File: src/rtl/udma_jtag_fifo_rx_pack_if.sv
// rtl/udma_jtag_fifo_rx_pack_if.sv - chunk input, packed-word output and status bundle
interface udma_jtag_fifo_rx_pack_if #(
  parameter int DEPTH = 4
);
  localparam int CW = $clog2(DEPTH) + 1;

  logic          clr_i;
  logic [31:0]   in_data_i;
  logic [1:0]    in_size_i;
  logic          in_valid_i;
  logic          flush_i;
  logic [31:0]   out_data_o;
  logic [2:0]    out_bytes_o;
  logic          out_valid_o;
  logic          out_ready_i;
  logic [CW-1:0] occupancy_o;
  logic          overflow_o;
  logic [7:0]    drop_cnt_o;

  modport slave (
    input  clr_i, in_data_i, in_size_i, in_valid_i, flush_i, out_ready_i,
    output out_data_o, out_bytes_o, out_valid_o, occupancy_o, overflow_o, drop_cnt_o
  );

  modport master (
    output clr_i, in_data_i, in_size_i, in_valid_i, flush_i, out_ready_i,
    input  out_data_o, out_bytes_o, out_valid_o, occupancy_o, overflow_o, drop_cnt_o
  );
endinterface

File: src/rtl/udma_jtag_fifo_rx_pack.sv
// rtl/udma_jtag_fifo_rx_pack.sv - packs 8/16/32-bit JTAG chunks into 32-bit words behind a FWFT FIFO
module udma_jtag_fifo_rx_pack #(
  parameter int DEPTH = 4
) (
  input logic                     jtag_tck_i,
  input logic                     jtag_trstn_i,
  udma_jtag_fifo_rx_pack_if.slave bus
);
  localparam int AW = $clog2(DEPTH);
  localparam int CW = AW + 1;

  logic [31:0]   acc_data;
  logic [2:0]    acc_bytes;
  logic          pend_flush;
  logic [31:0]   mem_data [DEPTH];
  logic [2:0]    mem_bytes [DEPTH];
  logic [AW-1:0] wr_ptr;
  logic [AW-1:0] rd_ptr;
  logic [CW-1:0] count;
  logic          overflow;
  logic [7:0]    drop_cnt;

  logic [31:0]   chunk_data;
  logic [2:0]    chunk_bytes;
  logic [31:0]   acc_nxt;
  logic [2:0]    bytes_nxt;
  logic [3:0]    fill;
  logic          pend_flush_nxt;
  logic          push;
  logic [31:0]   push_data;
  logic [2:0]    push_bytes;
  logic          pop;
  logic          full;
  logic          push_ok;
  logic          drop;

  always_comb begin
    case (bus.in_size_i)
      2'd0: begin
        chunk_bytes = 3'd1;
        chunk_data  = {24'd0, bus.in_data_i[7:0]};
      end
      2'd1: begin
        chunk_bytes = 3'd2;
        chunk_data  = {16'd0, bus.in_data_i[15:0]};
      end
      default: begin
        chunk_bytes = 3'd4;
        chunk_data  = bus.in_data_i;
      end
    endcase
  end

  always_comb begin
    acc_nxt        = acc_data;
    bytes_nxt      = acc_bytes;
    pend_flush_nxt = 1'b0;
    push           = 1'b0;
    push_data      = '0;
    push_bytes     = '0;
    fill           = '0;
    // A held full chunk or a deferred flush owns the single push slot first.
    if (acc_bytes == 3'd4 || (pend_flush && acc_bytes != 3'd0)) begin
      push       = 1'b1;
      push_data  = acc_data;
      push_bytes = acc_bytes;
      acc_nxt    = '0;
      bytes_nxt  = '0;
    end
    if (bus.in_valid_i) begin
      fill = {1'b0, bytes_nxt} + {1'b0, chunk_bytes};
      if (fill > 4'd4) begin
        push       = 1'b1;
        push_data  = acc_nxt;
        push_bytes = bytes_nxt;
        acc_nxt    = chunk_data;
        bytes_nxt  = chunk_bytes;
      end else begin
        acc_nxt   = acc_nxt | (chunk_data << {bytes_nxt, 3'b000});
        bytes_nxt = fill[2:0];
        if (bytes_nxt == 3'd4 && !push) begin
          push       = 1'b1;
          push_data  = acc_nxt;
          push_bytes = 3'd4;
          acc_nxt    = '0;
          bytes_nxt  = '0;
        end
      end
    end
    if (bus.flush_i && bytes_nxt != 3'd0) begin
      if (!push) begin
        push       = 1'b1;
        push_data  = acc_nxt;
        push_bytes = bytes_nxt;
        acc_nxt    = '0;
        bytes_nxt  = '0;
      end else begin
        pend_flush_nxt = 1'b1;
      end
    end
  end

  assign pop     = (count != '0) && bus.out_ready_i;
  assign full    = (count == CW'(DEPTH));
  assign push_ok = push && (!full || pop);
  assign drop    = push && full && !pop;

  always_ff @(posedge jtag_tck_i or negedge jtag_trstn_i) begin
    if (!jtag_trstn_i) begin
      acc_data   <= '0;
      acc_bytes  <= '0;
      pend_flush <= 1'b0;
      wr_ptr     <= '0;
      rd_ptr     <= '0;
      count      <= '0;
      overflow   <= 1'b0;
      drop_cnt   <= '0;
      for (int i = 0; i < DEPTH; i++) begin
        mem_data[i]  <= '0;
        mem_bytes[i] <= '0;
      end
    end else if (bus.clr_i) begin
      acc_data   <= '0;
      acc_bytes  <= '0;
      pend_flush <= 1'b0;
      wr_ptr     <= '0;
      rd_ptr     <= '0;
      count      <= '0;
      overflow   <= 1'b0;
      drop_cnt   <= '0;
      for (int i = 0; i < DEPTH; i++) begin
        mem_data[i]  <= '0;
        mem_bytes[i] <= '0;
      end
    end else begin
      acc_data   <= acc_nxt;
      acc_bytes  <= bytes_nxt;
      pend_flush <= pend_flush_nxt;
      if (push_ok) begin
        mem_data[wr_ptr]  <= push_data;
        mem_bytes[wr_ptr] <= push_bytes;
        wr_ptr            <= wr_ptr + 1'b1;
      end
      if (pop) begin
        rd_ptr <= rd_ptr + 1'b1;
      end
      if (push_ok && !pop) begin
        count <= count + 1'b1;
      end else if (!push_ok && pop) begin
        count <= count - 1'b1;
      end
      if (drop) begin
        overflow <= 1'b1;
        if (drop_cnt != 8'hFF) begin
          drop_cnt <= drop_cnt + 1'b1;
        end
      end
    end
  end

  assign bus.out_valid_o = (count != '0);
  assign bus.out_data_o  = (count != '0) ? mem_data[rd_ptr] : '0;
  assign bus.out_bytes_o = (count != '0) ? mem_bytes[rd_ptr] : '0;
  assign bus.occupancy_o = count;
  assign bus.overflow_o  = overflow;
  assign bus.drop_cnt_o  = drop_cnt;
endmodule

File: src/flat_wrapper.sv
// flat-port wrapper written by rule: the top's interface ports become plain ports
module udma_jtag_fifo_rx_pack_flat 
#(
  parameter int DEPTH = 4
)
  (jtag_tck_i, jtag_trstn_i, bus_clr_i, bus_in_data_i, bus_in_size_i, bus_in_valid_i, bus_flush_i, bus_out_ready_i, bus_out_data_o, bus_out_bytes_o, bus_out_valid_o, bus_occupancy_o, bus_overflow_o, bus_drop_cnt_o);
  udma_jtag_fifo_rx_pack_if #(.DEPTH(DEPTH)) bus_i ();
  input logic jtag_tck_i;
  input logic jtag_trstn_i;
  input wire logic [$bits(bus_i.clr_i)-1:0] bus_clr_i;
  input wire logic [$bits(bus_i.in_data_i)-1:0] bus_in_data_i;
  input wire logic [$bits(bus_i.in_size_i)-1:0] bus_in_size_i;
  input wire logic [$bits(bus_i.in_valid_i)-1:0] bus_in_valid_i;
  input wire logic [$bits(bus_i.flush_i)-1:0] bus_flush_i;
  input wire logic [$bits(bus_i.out_ready_i)-1:0] bus_out_ready_i;
  output wire logic [$bits(bus_i.out_data_o)-1:0] bus_out_data_o;
  output wire logic [$bits(bus_i.out_bytes_o)-1:0] bus_out_bytes_o;
  output wire logic [$bits(bus_i.out_valid_o)-1:0] bus_out_valid_o;
  output wire logic [$bits(bus_i.occupancy_o)-1:0] bus_occupancy_o;
  output wire logic [$bits(bus_i.overflow_o)-1:0] bus_overflow_o;
  output wire logic [$bits(bus_i.drop_cnt_o)-1:0] bus_drop_cnt_o;
  assign bus_i.clr_i = bus_clr_i;
  assign bus_i.in_data_i = bus_in_data_i;
  assign bus_i.in_size_i = bus_in_size_i;
  assign bus_i.in_valid_i = bus_in_valid_i;
  assign bus_i.flush_i = bus_flush_i;
  assign bus_i.out_ready_i = bus_out_ready_i;
  assign bus_out_data_o = bus_i.out_data_o;
  assign bus_out_bytes_o = bus_i.out_bytes_o;
  assign bus_out_valid_o = bus_i.out_valid_o;
  assign bus_occupancy_o = bus_i.occupancy_o;
  assign bus_overflow_o = bus_i.overflow_o;
  assign bus_drop_cnt_o = bus_i.drop_cnt_o;
  udma_jtag_fifo_rx_pack #(.DEPTH(DEPTH)) u_core (.jtag_tck_i(jtag_tck_i), .jtag_trstn_i(jtag_trstn_i), .bus(bus_i));
endmodule
File: config.mk
export PLATFORM = sky130hd
export DESIGN_NAME = udma_jtag_fifo_rx_pack_flat
export DESIGN_NICKNAME = d
export VERILOG_FILES = /design/src/rtl/udma_jtag_fifo_rx_pack_if.sv /design/src/rtl/udma_jtag_fifo_rx_pack.sv /design/src/flat_wrapper.sv
export SDC_FILE = /design/constraint.sdc
export NUM_CORES = 1
export LEC_CHECK = 0
export CORE_ASPECT_RATIO = 1.25
export CORE_MARGIN = 2
export CORE_UTILIZATION = 45
export DETAILED_ROUTE_END_ITERATION = 10
export PLACE_DENSITY = 0.61
export SYNTH_ARGS = -nofsm -noshare
export SYNTH_HDL_FRONTEND = slang
export SYNTH_SLANG_ARGS = --single-unit
File: constraint.sdc
create_clock -name jtag_tck_i -period 9 [get_ports jtag_tck_i]
set_input_delay 1.8 -clock jtag_tck_i [delete_from_list [all_inputs] [get_ports jtag_tck_i]]
set_output_delay 1.8 -clock jtag_tck_i [all_outputs]
set_load 0.02 [all_outputs]
==> impl_metrics.yaml, run 1 <==
cells_and_area:
  multi_input_area_um2: 5320
  area_delta_synth_final_pct: 13.6
  fillers: 2133
  nets: 1041
  diodes: 0
  fin_area_um2: 12100
  drive_above_1_share_pct: 11.7
  register_area_um2: 4810
floorplan:
  dieHeight_um: 176
  start_util_pct: 45.5
  die_x_um: 142
  die_area_um2: 25000
  ios: 88
  fp-row-count: 63
  core_um2: 23500
global_routing:
  grt_max_degree: 87
  antenna_found_initial: 0
  grt_pass1_wl_um: 48200
  grt_pass1_vias: 8033
  overflow: 0
  grt_usage_pct: 25.1
synth:
  ys_async_sr_fraction_pct: 100
  yosysUniqueCellTypes: 75
  ys_seq_elements: 192
  ys.flop_type: "dfrtp_1"
  synth_nets: 1012
  synth_area_per_cell_um2: 11.1
  syn_area_um2: 10700
  synthCells: 962
  synth_edf_count: 0
  ys_warn_count: 0
  yosysSeqAreaShare_pct: 45.0
sta:
  slew_viol_final: 0
  tns_ns: 0
  hold_viol: 0
  finalClockSkew_ns: 0.0159
  finalSetupViolations: 0
  rsz0062_at_grt: "false"
  tightest_slew_ns: 1.11
  fmax_ghz: 0.152
  min_period_ns: 6.56
  fin_crit_sh_pct: 72.9
  relSlewSlack_pct: 25.9
route:
  drt-total-wl_um: 30700
  post-route-drc-count: 0
  via_per_inst: 6.61
  wl_per_cell_um: 23.7
  drt_pass1_iterations: 5
  dr_total_vias: 8564
  drtIter0Drc: 966
  ant_nets: 0
clocking:
  cts_made_buffers: 17
  clock_latency_ns: 0.44
  cts_hold_buf: 0
  cts_resized: 0
  cts_max_path_buffers: 2
  cts_root_buf: "clkbuf_16"
  cts.sinks: 192
  cts_tree: "built"
  clk_pin_slew_worst_paths_ns: 0.07
  htree_levels: 4
  cts_setup_buffers: 0
pwr:
  ir_worst_vdd_uv: 130
  powerDensity_nw_per_um2: 200
  leakage_nw: 5.01
  finalPower_w: 0.00243
placement:
  place_area_um2: 11600
  hpwl_um: 20600
  io_buffers: 87
  place_congestion: 1.00
setup_path:
  r2r-start: "u_core.pend_flush"
  r2r_cells: 11
  end_kind: "register"
  path_class: "in2reg"
  cp_top_family: "compound AO/OA/AOI/OAI gates"
  r2r_end: "u_core.mem_data[102]"
  critPathSlowestCell: "a21oi_4"
  cp.required_ns: 9.36
  crit_start: "bus_in_size_i[1]"
  cp.depth: 13
  crit_chain: "clkdlybuf4s50_1, buf_4, or2_2, inv_1, ha_1, fa_1, or2_1, a221oi_4, a22oi_2, o31ai_4, a21oi_4, a21oi_4, a22o_1"
  crit_path_start_kind: "primary input"
  ff2ff_setup_slack_ns: 2.80
  cp_max_fo: 32
  cp_num_buf_inv: 3
  crit_end: "u_core.mem_data[102]"
  timing.critical_path.mode_cell: "a21oi_4"
  worst_ep_arrival_time_ns: 6.93
  slowest_delay_ns: 0.94
run:
  maxCapViolCount: 0
worst_hold_path:
  hp-class: "reg2reg"
status:
  status: "finished, final reports clean"
power breakdown:
| group | switching [W] | internal (W) | leakage [nW] |
|---|---|---|---|
| sequential | 0.0000408 | 0.000914 | 2.66 |
| combinational | 0.000472 | 0.000266 | 2.07 |
| clock | 0.000365 | 0.000368 | 0.283 |
| total | 0.000877 | 0.00155 | 5.01 |
layout by cell type, fill, tap and decap left out, types with 5 or more instances in the layout:
cell type,n
dfrtp_1,191
clkdlybuf4s50_1,86
a22o_1,82
o2bb2ai_1,68
nor2_1,50
and2_1,44
a21oi_1,43
nand2_1,42
mux4_2,37
o21ai_0,36
inv_1,20
a22oi_1,18
clkbuf_16,17
a31oi_1,16
a222oi_1,16
nand3_1,15
a211oi_1,15
buf_4,15
nor2b_1,13
nor3_1,12
xnor2_1,10
mux2i_1,10
a311oi_1,9
and3b_1,8
ha_1,8
and3_1,7
o22ai_1,6
inv_6,6
o211ai_1,5
o221ai_1,5
a32oi_1,5
a21oi_4,5
area by class of cell:
class / count / area share [%]
clock inverters: 15 / 1.19
inverters: 23 / 0.712
repair buffers: 102 / 8.14
multi-input cells: 655 / 43.8
well taps: 292 / 3.01
flip-flops and latches: 192 / 39.6
clock buffers: 17 / 3.51
state kept, by name (all words and copies together), names as in the netlist:
name and count:
u_core.mem_data 128, u_core.acc_data 32, u_core.mem_bytes 12, u_core.bus.drop_cnt_o 8, u_core.acc_bytes 3, u_core.bus.occupancy_o 3, u_core.rd_ptr 2, u_core.wr_ptr 2
u_core.bus.overflow_o 1, u_core.pend_flush 1
synthesized netlist by cell type (11+ instances only):
| master | count | share of area [%] |
|---|---|---|
| a31oi_1 | 16 | 0.94 |
| a222oi_1 | 16 | 1.5 |
| nand3_1 | 15 | 0.70 |
| a22o_1 | 82 | 6.7 |
| dfrtp_1 | 192 | 45 |
| a21oi_1 | 43 | 2.0 |
| and2_1 | 44 | 2.6 |
| buf_2 | 19 | 0.89 |
| nor2_1 | 51 | 1.8 |
| clkbuf_1 | 46 | 1.6 |
| a211oi_1 | 15 | 1.1 |
| inv_1 | 20 | 0.70 |
| nor3_1 | 12 | 0.56 |
| a22oi_1 | 18 | 1.3 |
| o21ai_0 | 36 | 1.7 |
| nor2b_1 | 13 | 0.76 |
| mux4_2 | 37 | 7.8 |
| xnor2_1 | 11 | 0.90 |
| nand2_1 | 42 | 1.5 |
| o2bb2ai_1 | 68 | 5.6 |
cells by family after synthesis:
group / synth area share, %
compound gates: 27.8
simple gates: 10.5
flops: 45.0
buf+inv: 5.32
mux: 8.85
xor+xnor: 1.30
fa+ha+maj: 1.31
worst register-to-register path: cells and delay by family (launching register included):
family / cells / cell delay (ns)
fa+ha+maj: 2 / 0.88
flops: 1 / 0.75
simple gates: 2 / 1.14
buf+inv: 1 / 0.41
compound gates: 6 / 2.94
per-layer routing:
layer	track usage, %	vias to the layer above	part of all wire (%)
li1	-	3794	-
met1	36.9	4359	45
met3	3.31	46	5.9
met5	0	-	0
met4	9.79	0	2.9
met2	38.0	365	47
worst min-delay path by stage:
stage                              from                  end  slack, ns  depth (start not counted)
floorplan           u_core.mem_bytes[5]  u_core.mem_bytes[5]       0.45                          1
global placement    u_core.mem_data[15]  u_core.mem_data[15]       0.47                          1
detailed placement  u_core.mem_data[45]  u_core.mem_data[45]       0.47                          1
CTS                 u_core.mem_data[45]  u_core.mem_data[45]       0.49                          1
global route        u_core.mem_bytes[5]  u_core.mem_bytes[5]       0.50                          1
finish              u_core.mem_data[59]  u_core.mem_data[59]       0.49                          1
through the flow:
| step | instances | hold slack [ns] | util (%) | setup WS [ns] |
|---|---|---|---|---|
| 3_5_place_dp | 1264 | 0.469 | 49.2 | 2.01 |
| 4_1_cts | 1296 | 0.490 | 51.7 | 2.44 |
| 2_1_floorplan | 962 | 0.451 | - | 3.32 |
| 5_1_grt | 1296 | 0.500 | 51.7 | 2.10 |
| 6_report | 1296 | 0.487 | 51.7 | 2.44 |
| 3_3_place_gp | 1264 | 0.466 | 49.2 | 2.10 |
(Power assumes the default switching activity.)
==> run 2: changes to the inputs <==
--- a/config.mk
+++ b/config.mk
@@ -9,7 +9,7 @@
 export CORE_MARGIN = 2
 export CORE_UTILIZATION = 45
 export DETAILED_ROUTE_END_ITERATION = 10
-export PLACE_DENSITY = 0.61
+export PLACE_DENSITY = 0.64
 export SYNTH_ARGS = -nofsm -noshare
 export SYNTH_HDL_FRONTEND = slang
 export SYNTH_SLANG_ARGS = --single-unit
==> constraint.sdc (replaced) <==
create_clock -name jtag_tck_i -period 5.5 [get_ports jtag_tck_i]
set_input_delay 1.1 -clock jtag_tck_i [delete_from_list [all_inputs] [get_ports jtag_tck_i]]
set_output_delay 1.1 -clock jtag_tck_i [all_outputs]
set_load 0.02 [all_outputs]
==> run 2 against run 1 <==
Against the previous run:
- critical path depth rose by 3
- clock-buffer cell count rose by 1
- sequential cell count unchanged
- design area rose by 2.3%
- final cell count increased by 2.5%
- combinational power rose by 68%
- non-clock buffer count increased by 33
- register-to-register slack got worse by 1.8 ns
- largest power group unchanged
- first-iteration DRC count fell by 12%
- sequential share of layout area shrank 0.89 points
- global-route usage rose by 1.2 points
==> impl_metrics.yaml, run 2 (same netlist as run 1, synthesis figures left out) <==
cells_and_area:
  diodes: 0
  nets: 1074
  final_cell_mix: "dfrtp_1 (191), clkdlybuf4s50_1 (86), a22o_1 (82)"
  register_area_um2: 4810
  largest-register: "u_core.mem_data"
  area_delta_synth_final_pct: 16.3
  multi_input_area_um2: 5310
  fillers: 2059
  final_common_cell: "dfrtp_1"
  reg_top3: "u_core.mem_data (128), u_core.acc_data (32), u_core.mem_bytes (12)"
  drive_above_1_share_pct: 14.3
  largest_reg_flops: 128
setup_path:
  r2r-start: "u_core.acc_bytes[1]"
  slowest_delay_ns: 0.45
  critPathSlowestCell: "fa_1"
  cp_max_fo: 5
  cp_num_buf_inv: 3
  cp.required_ns: 5.81
  cp_top_family: "compound AO/OA/AOI/OAI gates"
  crit_start: "bus_in_size_i[0]"
  r2r_cells: 13
  path_class: "in2reg"
  crit_path_start_kind: "primary input"
  worst_ep_arrival_time_ns: 5.12
  cp.depth: 16
  end_kind: "register"
  crit_chain: "clkdlybuf4s50_1, or2_2, inv_1, ha_1, fa_1, or2_1, a221oi_4, a22oi_2, o31a_1, o211ai_1, inv_1, fa_1, nor2_1, o21ai_0, a32oi_1, a21oi_1"
pwr:
  switching_share_pct: 35.9
  power.internal_w: 0.00263
  leakage_nw: 5.18
  seqPwrFrac_pct: 38.8
  ir_worst_vdd_uv: 210
  power.share.clock_pct: 30.9
  powerDensity_nw_per_um2: 331
  power.share.combinational_pct: 30.3
  finalPower_w: 0.00411
  p_sw_w: 0.00148
sta:
  finalClockSkew_ns: 0.00932
  relSlewSlack_pct: 30.5
  finalSetupViolations: 0
  holdWs_ns: 0.487
  slew_viol_final: 0
  worst_slack_ns: 0.694
  tns_ns: 0
  fin_crit_sh_pct: 87.4
  tightest_slew_ns: 1.04
  rsz0062_at_grt: "false"
  hold_viol: 0
  fmax_ghz: 0.208
  min_period_ns: 4.81
route:
  drt-total-wl_um: 31800
  dr_total_vias: 8747
  post-route-drc-count: 0
  via_per_inst: 6.58
  drtIter0Drc: 854
  ant_nets: 0
  wl_per_cell_um: 24.0
  drt_pass1_iterations: 8
placement:
  post-place-ws_ns: 0.272
  io_buffers: 87
  hpwl_um: 20800
  place_congestion: 0.957
floorplan:
  core_um2: 23500
  dieHeight_um: 176
  ios: 88
  die_x_um: 142
  fp-row-count: 63
  start_util_pct: 45.5
  die_area_um2: 25000
clocking:
  cts.sinks: 192
  clk_pin_slew_worst_paths_ns: 0.07
  cts_setup_buffers: 0
  cts_made_buffers: 17
  cts_hold_buf: 0
  clock_latency_ns: 0.44
  cts_max_path_buffers: 2
  cts_resized: 0
  cts_root_buf: "clkbuf_16"
  cts_tree: "built"
  htree_levels: 4
global_routing:
  grt_usage_pct: 26.3
  grt_max_degree: 110
  grt_pass1_vias: 8582
  antenna_found_initial: 0
  overflow: 0
  grt_pass1_wl_um: 50900
worst_hold_path:
  hp-class: "reg2reg"
  min_from: "u_core.mem_data[49]"
  holdPathStages: 1
run:
  maxCapViolCount: 0
status:
  status: "finished, final reports clean"
[run 2: changes by cell type in the layout (fill, tap and decap cells not counted), sizes merged]
cell    previous run  this run
buf               15        48
clkbuf            18        19
clkinv             8         5
inv               30        31
bufinv             0         1
[run 2: power by group through the flow]
| stage | sequential [W] | clock (W) | combinational [W] |
|---|---|---|---|
| floorplan | 0.00158 | 0 | 0.000852 |
| global placement | 0.00162 | 0 | 0.00123 |
| detailed placement | 0.00162 | 0 | 0.00124 |
| CTS | 0.00159 | 0.00129 | 0.00125 |
| global route | 0.00161 | 0.00134 | 0.00135 |
| finish | 0.00159 | 0.00127 | 0.00124 |
[run 2: worst paths after layout]
check                                       endpoint  slack [ns]
max                        u_core.bus.occupancy_o[2]        0.69
min                              u_core.mem_data[49]        0.49
max in group asynchronous           u_core.rd_ptr[0]        3.70
max reg2reg                      u_core.mem_data[95]        1.04
min in group asynchronous       u_core.mem_data[114]        0.79
min reg2reg                      u_core.mem_data[49]        0.49
[run 2: stage by stage]
step / instances / utilization, % / instance area [um2]
6_report: 1329 / 52.8 / 12400
5_1_grt: 1329 / 52.8 / 12400
4_1_cts: 1329 / 52.8 / 12400
3_5_place_dp: 1297 / 50.3 / 11800
3_3_place_gp: 1297 / 50.3 / 11800
2_1_floorplan: 962 / - / 10700
[run 2: layout make-up]
class	instances	area share [%]
Clock buffer	18	3.54
Clock inverter	14	1.31
Tap cell	292	2.94
Inverter	23	0.695
Sequential cell	192	38.7
Multi-Input combinational cell	655	42.7
Timing Repair Buffer	135	10.0
[run 2: routing by layer]
metal / wire length (um) / GRT usage (%) / share of wire, %
met1: 14100 / 38.2 / 44
met2: 14800 / 40.3 / 47
met3: 1910 / 3.82 / 6.0
met4: 983 / 9.92 / 3.1
met5: 0 / 0 / 0
